==> src/rtl/stopwatch_counter.sv <==
// Stopwatch timebase: button sync/edge detect, run/pause/clear FSM,
// 1 ms prescaler and 4-digit BCD count D.DDD held at 9.999 on overflow.
module stopwatch_counter #(
  parameter int unsigned TICK_DIV = 100000,
  parameter int unsigned CNT_W    = 20
) (
  input  logic       clock,
  input  logic       reset,
  input  logic       start_stop,
  input  logic       clear,
  output logic [3:0] fourth,
  output logic [3:0] third,
  output logic [3:0] second,
  output logic [3:0] first,
  output logic       running,
  output logic       overflow
);

  typedef enum logic [1:0] {
    IDLE  = 2'd0,
    RUN   = 2'd1,
    PAUSE = 2'd2,
    DONE  = 2'd3
  } state_e;

  localparam logic [CNT_W-1:0] LAST = CNT_W'(TICK_DIV - 1);

  state_e           state_q, state_d;
  logic [CNT_W-1:0] presc_q, presc_d;
  logic [3:0]       d3_q, d2_q, d1_q, d0_q;
  logic [3:0]       d3_d, d2_d, d1_d, d0_d;

  logic ss_meta_q, ss_sync_q, ss_prev_q;
  logic cl_meta_q, cl_sync_q, cl_prev_q;
  logic ss_edge, cl_edge, tick, at_max;

  // Two-flop synchronisers plus previous-value flops for edge detect
  always_ff @(posedge clock or posedge reset) begin
    if (reset) begin
      ss_meta_q <= 1'b0;
      ss_sync_q <= 1'b0;
      ss_prev_q <= 1'b0;
      cl_meta_q <= 1'b0;
      cl_sync_q <= 1'b0;
      cl_prev_q <= 1'b0;
    end else begin
      ss_meta_q <= start_stop;
      ss_sync_q <= ss_meta_q;
      ss_prev_q <= ss_sync_q;
      cl_meta_q <= clear;
      cl_sync_q <= cl_meta_q;
      cl_prev_q <= cl_sync_q;
    end
  end

  assign ss_edge = ss_sync_q & ~ss_prev_q;
  assign cl_edge = cl_sync_q & ~cl_prev_q;
  assign tick    = (state_q == RUN) && (presc_q == LAST);
  assign at_max  = (d3_q == 4'd9) && (d2_q == 4'd9) &&
                   (d1_q == 4'd9) && (d0_q == 4'd9);

  // State register
  always_ff @(posedge clock or posedge reset) begin
    if (reset) state_q <= IDLE;
    else       state_q <= state_d;
  end

  // Next-state logic; clear beats start_stop, overflow beats pause
  always_comb begin
    state_d = state_q;
    if (cl_edge) begin
      state_d = IDLE;
    end else begin
      unique case (state_q)
        IDLE:  if (ss_edge) state_d = RUN;
        RUN: begin
          if (tick && at_max) state_d = DONE;
          else if (ss_edge)   state_d = PAUSE;
        end
        PAUSE: if (ss_edge) state_d = RUN;
        DONE:  state_d = DONE;
        default: state_d = IDLE;
      endcase
    end
  end

  // Status outputs decoded from the state register only
  always_comb begin
    running  = 1'b0;
    overflow = 1'b0;
    unique case (state_q)
      RUN:     running  = 1'b1;
      DONE:    overflow = 1'b1;
      default: ;
    endcase
  end

  // Prescaler: counts in RUN, holds in PAUSE, zero otherwise
  always_comb begin
    presc_d = '0;
    if (!cl_edge) begin
      unique case (state_q)
        RUN:     presc_d = tick ? '0 : presc_q + CNT_W'(1);
        PAUSE:   presc_d = presc_q;
        default: presc_d = '0;
      endcase
    end
  end

  // BCD increment with digit carry; saturates at 9.999
  always_comb begin
    d3_d = d3_q;
    d2_d = d2_q;
    d1_d = d1_q;
    d0_d = d0_q;
    if (cl_edge) begin
      d3_d = 4'd0;
      d2_d = 4'd0;
      d1_d = 4'd0;
      d0_d = 4'd0;
    end else if (tick && !at_max) begin
      if (d0_q != 4'd9) begin
        d0_d = d0_q + 4'd1;
      end else begin
        d0_d = 4'd0;
        if (d1_q != 4'd9) begin
          d1_d = d1_q + 4'd1;
        end else begin
          d1_d = 4'd0;
          if (d2_q != 4'd9) begin
            d2_d = d2_q + 4'd1;
          end else begin
            d2_d = 4'd0;
            d3_d = d3_q + 4'd1;
          end
        end
      end
    end
  end

  // Prescaler and digit registers
  always_ff @(posedge clock or posedge reset) begin
    if (reset) begin
      presc_q <= '0;
      d3_q    <= 4'd0;
      d2_q    <= 4'd0;
      d1_q    <= 4'd0;
      d0_q    <= 4'd0;
    end else begin
      presc_q <= presc_d;
      d3_q    <= d3_d;
      d2_q    <= d2_d;
      d1_q    <= d1_d;
      d0_q    <= d0_d;
    end
  end

  assign fourth = d3_q;
  assign third  = d2_q;
  assign second = d1_q;
  assign first  = d0_q;

endmodule
==> config.mk <==
export PLATFORM = sky130hd
export DESIGN_NAME = stopwatch_counter
export DESIGN_NICKNAME = d
export VERILOG_FILES = /design/src/rtl/stopwatch_counter.sv
export SDC_FILE = /design/constraint.sdc
export NUM_CORES = 1
export LEC_CHECK = 0
export BUFFER_PORTS_ARGS = -buffer_cell sky130_fd_sc_hd__buf_2
export CORE_MARGIN = 10
export CORE_UTILIZATION = 30
export DETAILED_ROUTE_END_ITERATION = 8
export GPL_TIMING_DRIVEN = 0
export PLACE_DENSITY = 0.45
export SYNTH_ARGS = -nofsm -noshare
export SYNTH_HDL_FRONTEND = slang
export SYNTH_SLANG_ARGS = --single-unit
==> constraint.sdc <==
create_clock -name clock -period 2.4 [get_ports clock]
set_input_delay 0.36 -clock clock [delete_from_list [all_inputs] [get_ports clock]]
set_output_delay 0.36 -clock clock [all_outputs]
set_load 0.01 [all_outputs]
==> impl_metrics.tcl, run 1 <==
set metrics [dict create \
    outcome "finished with violations" \
    violations "negative hold slack" \
    synth_top_area_share_pct 45.8 \
    max-clock-path-buffers 2 \
    root_buffer "clkbuf_8" \
    cts_hold_buf 0 \
    cts_sinks 44 \
    gr-total-overflow 0 \
    finalSetupTns_ps 0 \
    finalCriticalPeriod_ps 2240 \
    cts_tree "yes" \
    setup_viol 0 \
    multiInputGateArea_um2 1260 \
    antenna_cells 0 \
    fp.dieArea_um2 12000 \
    antenna_found_initial 0 \
    wl_per_cell_um 14.4 \
    ys_seq_elements 44 \
    clk_pin_slew_ps 90 \
    ant_nets 0 \
    irDropWorstVdd_uv 197 \
    synth_compound_area_share_pct 10.9 \
    io_pins 22 \
    ys_types 51 \
    cp-endpoint "third[2]" \
    synth_area_leader_cell "dfrtp_1" \
    synth_cells 246 \
    final_layout_size_suffix_gt1_share_pct 17.6 \
    critPathMaxFanout 10 \
    ctsHtreeMaxLevel 2 \
    dpl.hpwl_mm 4.13 \
    relSlewSlack_pct 35.6 \
    netlist_area_um2 2400 \
    die_w_um 110 \
    synth-edff-count 0 \
    final.period_utilization_pct 93.2 \
    hold_slack_ps -6.50 \
    fp.dieH_um 110 \
    r2r-end "third[2]" \
    worst_pin_slew_ps 942 \
    fill_cells 829 \
    cts-buffers-inserted 5 \
    synth_adder_area_share_pct 4.68 \
    areaGrowthSynthToFinish_pct 15.5 \
    vias 1894 \
    synth_mux_area_share_pct 0.884 \
    viasPerCell 4.98 \
    ys_top_cells_by_count "44 x dfrtp_1, 27 x nor2_1, 16 x nand2_1, 13 x a21oi_1" \
    synthArstFlopShare_pct 100 \
    port_buffers 21 \
    maxCapViolations 0 \
    synth_ff_type "dfrtp_1" \
    rows 32 \
    regArea_um2 1100 \
    maxSlewViolCount 0 \
    crit_required_ps 2630 \
    p_leak_nw 1.16 \
    end_kind "register" \
    synth.avg_cell_area_um2 9.78 \
    drtIter0Drc 43 \
    seq_area_frac_synth_pct 45.8 \
    routed_wl_mm 5.47 \
    ys.warnings.count 0 \
    rsz0062_at_grt "false" \
    synth_simple_gate_area_share_pct 29.1 \
    dpl_worst_slack_ps 51.5 \
    gp_congestion 0.768 \
    fin_util_pct 35.7 \
    drc 0 \
    firstDrtPassIters 4 \
    fp.coreArea_um2 7770 \
    cp.arrival_ps 2470 \
    synth_nets 259 \
    setup_ws_ps 163 \
    rrSetupSlack_ps 160 \
    start_util_pct 31.0 \
    grt_pass1_vias 1935 \
    start_kind "register" \
    grt_pass1_wl_mm 9.54 \
    hold_path_class "in2async" \
    totalPowerFinal_mw 1.37 \
    max_freq_mhz 447 \
    grt_use_total_pct 9.94 \
    final_nets 290 \
    skew_ps 6.72 \
    worstRegToRegCells 5 \
    grt_max_degree 33 \
    synth_xor_area_share_pct 6.56 \
    hold_violations 12 \
    worstSetupPathType "reg2reg" \
    yosysMostFrequentCell "dfrtp_1" \
    startpoint "presc_q[13]" \
    reg2reg_from "presc_q[13]" \
    clk_latency_ps 300 \
    powerDensity_nw_per_um2 492 \
    synthTopCellsByArea "dfrtp_1 46%, ha_1 4.7%, nor2_1 4.2%" \
    synth_top_family_by_area "simple AND/OR/NAND/NOR gates" \
]
[power breakdown]
group	total [mW]	switching (mW)	internal [mW]
clock network	0.492	0.262	0.230
logic	0.105	0.0676	0.0369
registers	0.769	0.0145	0.755
[worst max-delay path: stages (launching register included)]
cell	delay, ps
dfrtp_1	420
or4b_4	580
nor3_4	360
nand3_2	220
or4_1	440
a21oi_1	150
[worst min-delay path by stage]
| stage | startpoint | to | cells after the start |
|---|---|---|---|
| 5_1_grt | reset | cl_meta_q | 2 |
| 3_5_place_dp | reset | cl_meta_q | 2 |
| 4_1_cts | reset | cl_meta_q | 2 |
| 2_1_floorplan | cl_meta_q | cl_sync_q | 0 |
| 3_3_place_gp | cl_meta_q | cl_sync_q | 0 |
| 6_report | reset | presc_q[19] | 2 |
[through the flow]
stage                     instance area, um^2  instances
after floorplan                          2400        246
after global placement                   2640        369
after detailed placement                 2660        370
after CTS                                2750        378
after global routing                     2780        380
final                                    2780        380
[sequential cells by signal, indices dropped and copies added, names as in the netlist]
register	count
ss_prev_q	1
fourth	4
ss_sync_q	1
presc_q	20
cl_meta_q	1
ss_meta_q	1
second	4
first	4
state_q	2
cl_prev_q	1
cl_sync_q	1
third	4
[final cells by class]
type,count,share of cell area [%]
Inverter,10,1.35
Timing Repair Buffer,24,5.05
Clock buffer,6,2.97
Tap cell,102,4.60
Clock inverter,2,0.361
Buffer,3,0.451
Sequential cell,44,39.7
Multi-Input combinational cell,189,45.6
[cell usage in the layout (no fill, tap or decap), types with 5 or more instances in the layout]
cell	instances
nor2b_1	5
or3_1	5
nand4_1	6
nand3b_1	5
ha_1	9
nand3_1	10
xor2_1	8
nor3_1	6
nand2_1	16
o21ai_0	11
nor2_1	27
xnor2_1	10
clkbuf_8	6
dfrtp_1	44
buf_2	22
a21oi_1	13
inv_1	9
[cells by family after synthesis]
family,after synthesis
AOI/OAI and AO/OA,43
xor gates and xnor gates,18
adders and majority gates,9
buffers and inverters,13
DFF,44
muxes,2
and+or+nand+nor,117
[routing by layer]
layer / global-route usage (%) / up-vias / part of all wire [%] / routed length [um]
met5: 0 / - / 0 / 0
met4: 3.81 / 0 / 1.0 / 57
met3: 2.40 / 4 / 4.6 / 249
met2: 15.5 / 27 / 46 / 2520
met1: 13.0 / 900 / 48 / 2650
li1: - / 963 / - / -
[what timing repair did]
action	4_1_cts	5_1_grt
resized for setup	0	2
buffers inserted	0	2
endpoints found under the setup margin	0	13
(Power assumes the default switching activity.)
==> run 2, diff against run 1 <==
Settings changed: PLACE_DENSITY 0.45 to 0.46, SLEW_MARGIN set to 10.
==> run 2 against run 1 <==
Largest cell class unchanged; clock skew hardly changed; first-iteration DRC count is 72% higher; the flow now finishes without violations; non-clock buffer count is 1 lower; routed wire length is 0.49% higher; critical endpoint unchanged; sequential power hardly changed.
==> impl_metrics.tcl, run 2 (synthesis results as in run 1) <==
set metrics [dict create \
    outcome "complete, no violations" \
    grt_max_degree 26 \
    dp.cells 370 \
    relSlewSlack_pct 34.4 \
    regMostFlops "presc_q" \
    finalCriticalPeriod_ps 2250 \
    final_layout_size_suffix_gt1_share_pct 17.0 \
    hold_slack_ps 65.6 \
    cp.arrival_ps 2470 \
    dpl.hpwl_mm 4.14 \
    max_freq_mhz 445 \
    final_area_um2 2780 \
    largest_reg_flops 20 \
    drtIter0Drc 74 \
    cts_sinks 44 \
    met2_usage_pct 15.2 \
    grt_pass1_wl_mm 9.36 \
    worstSetupPathType "reg2reg" \
    viasPerCell 5.09 \
    finalSetupTns_ps 0 \
    irDropWorstVdd_uv 231 \
    fin_util_pct 35.7 \
    ant_nets 0 \
    maxCapViolations 0 \
    critPathMaxFanout 10 \
    cts_hold_buf 0 \
    fp.dieArea_um2 12000 \
    fin_cells 379 \
    root_buffer "clkbuf_8" \
    rows 32 \
    gp_congestion 0.747 \
    antenna_found_initial 0 \
    powerDensity_nw_per_um2 490 \
    ctsHtreeMaxLevel 2 \
    end_kind "register" \
    antenna_cells 0 \
    die_w_um 110 \
    cts-buffers-inserted 5 \
    gr-usage-met3_pct 2.46 \
    clk_pin_slew_ps 80 \
    setup_viol 0 \
    skew_ps 7.01 \
    port_buffers 21 \
    placed_cell_area_um2 2660 \
    max-clock-path-buffers 2 \
    grt_util_met1_pct 12.6 \
    grt_pass1_vias 1908 \
    routed_wl_mm 5.50 \
    drc 0 \
    fp.dieH_um 110 \
    dpl_worst_slack_ps 21.0 \
    final_nets 289 \
    wl_per_cell_um 14.5 \
    critical_path_buf_inv_count 0 \
    fp.coreArea_um2 7770 \
    cp_top_family "simple AND/OR/NAND/NOR gates" \
    firstDrtPassIters 4 \
    p_leak_nw 1.15 \
    most-common-layout-cells "44 x dfrtp_1, 27 x nor2_1, 21 x buf_2" \
    hold_violations 0 \
    areaGrowthSynthToFinish_pct 15.4 \
    start_kind "register" \
    vias 1931 \
    rsz0062_at_grt "false" \
    final_common_cell "dfrtp_1" \
    cp_slowest_stage_delay_ps 590 \
    clk_latency_ps 290 \
    busiest_layer "met2" \
    final.period_utilization_pct 93.7 \
    cts_tree "yes" \
    io_pins 22 \
    totalPowerFinal_mw 1.36 \
    start_util_pct 31.0 \
    slowest_stage "or4b_4" \
    hold_path_class "in2async" \
    maxSlewViolCount 0 \
    path_cells "or4b_4 > nor3_4 > nand3_2 > or4_1 > a21oi_1" \
    worst_pin_slew_ps 959 \
    grt_use_total_pct 9.71 \
    gr-total-overflow 0 \
    setup_ws_ps 152 \
    crit_required_ps 2620 \
]
run 2: cell types whose count changed in the layout (fill, tap and decap cells not counted), sizes merged:
| cell | previous run | this run |
|---|---|---|
| clkbuf | 8 | 9 |
| buf | 25 | 23 |
run 2: worst reg2reg max path: stages (launching register included):
cell	delay, ps
dfrtp_1	420
or4b_4	590
nor3_4	340
nand3_2	230
or4_1	440
a21oi_1	150
run 2: power by group:
| part | leakage, nW | switching, mW | internal [mW] |
|---|---|---|---|
| clock network | 0.0510 | 0.256 | 0.230 |
| logic | 0.505 | 0.0688 | 0.0349 |
| registers | 0.597 | 0.0150 | 0.755 |
| total | 1.15 | 0.340 | 1.02 |
run 2: area by class of cell:
class / count / area, um^2
plain buffers: 3 / 15.0
repair buffers: 23 / 133
clock buffers: 6 / 82.6
fillers: 814 / 4990
clock inverters: 2 / 10.0
multi-input cells: 189 / 1270
well taps: 102 / 128
flip-flops and latches: 44 / 1100
inverters: 10 / 37.5
run 2: worst paths after layout:
check | startpoint | endpoint | slack, ps | depth (start not counted)
setup / recovery | presc_q[13] | third[2] | 150 | 5
hold / removal | reset | presc_q[9] | 70 | 2
setup reg to reg | presc_q[13] | third[2] | 150 | 5
hold reg to reg | cl_meta_q | cl_sync_q | 350 | 0
max in group asynchronous | reset | presc_q[7] | 1850 | 3
min in group clock | clear | cl_meta_q | 170 | 1
run 2: routing by layer:
metal  up-vias  share of wire [%]  routed length [um]
li1        950                  -                   -
met4         0                1.5                  82
met5         -                  0                   0
met3         7                5.2                 287
met2        35                 46                2520
met1       939                 47                2610
run 2: timing repair:
| item | 4_1_cts | 5_1_grt |
|---|---|---|
| resized for setup | 0 | 3 |
| setup endpoints to repair | 0 | 14 |
| buffers inserted | 0 | 1 |
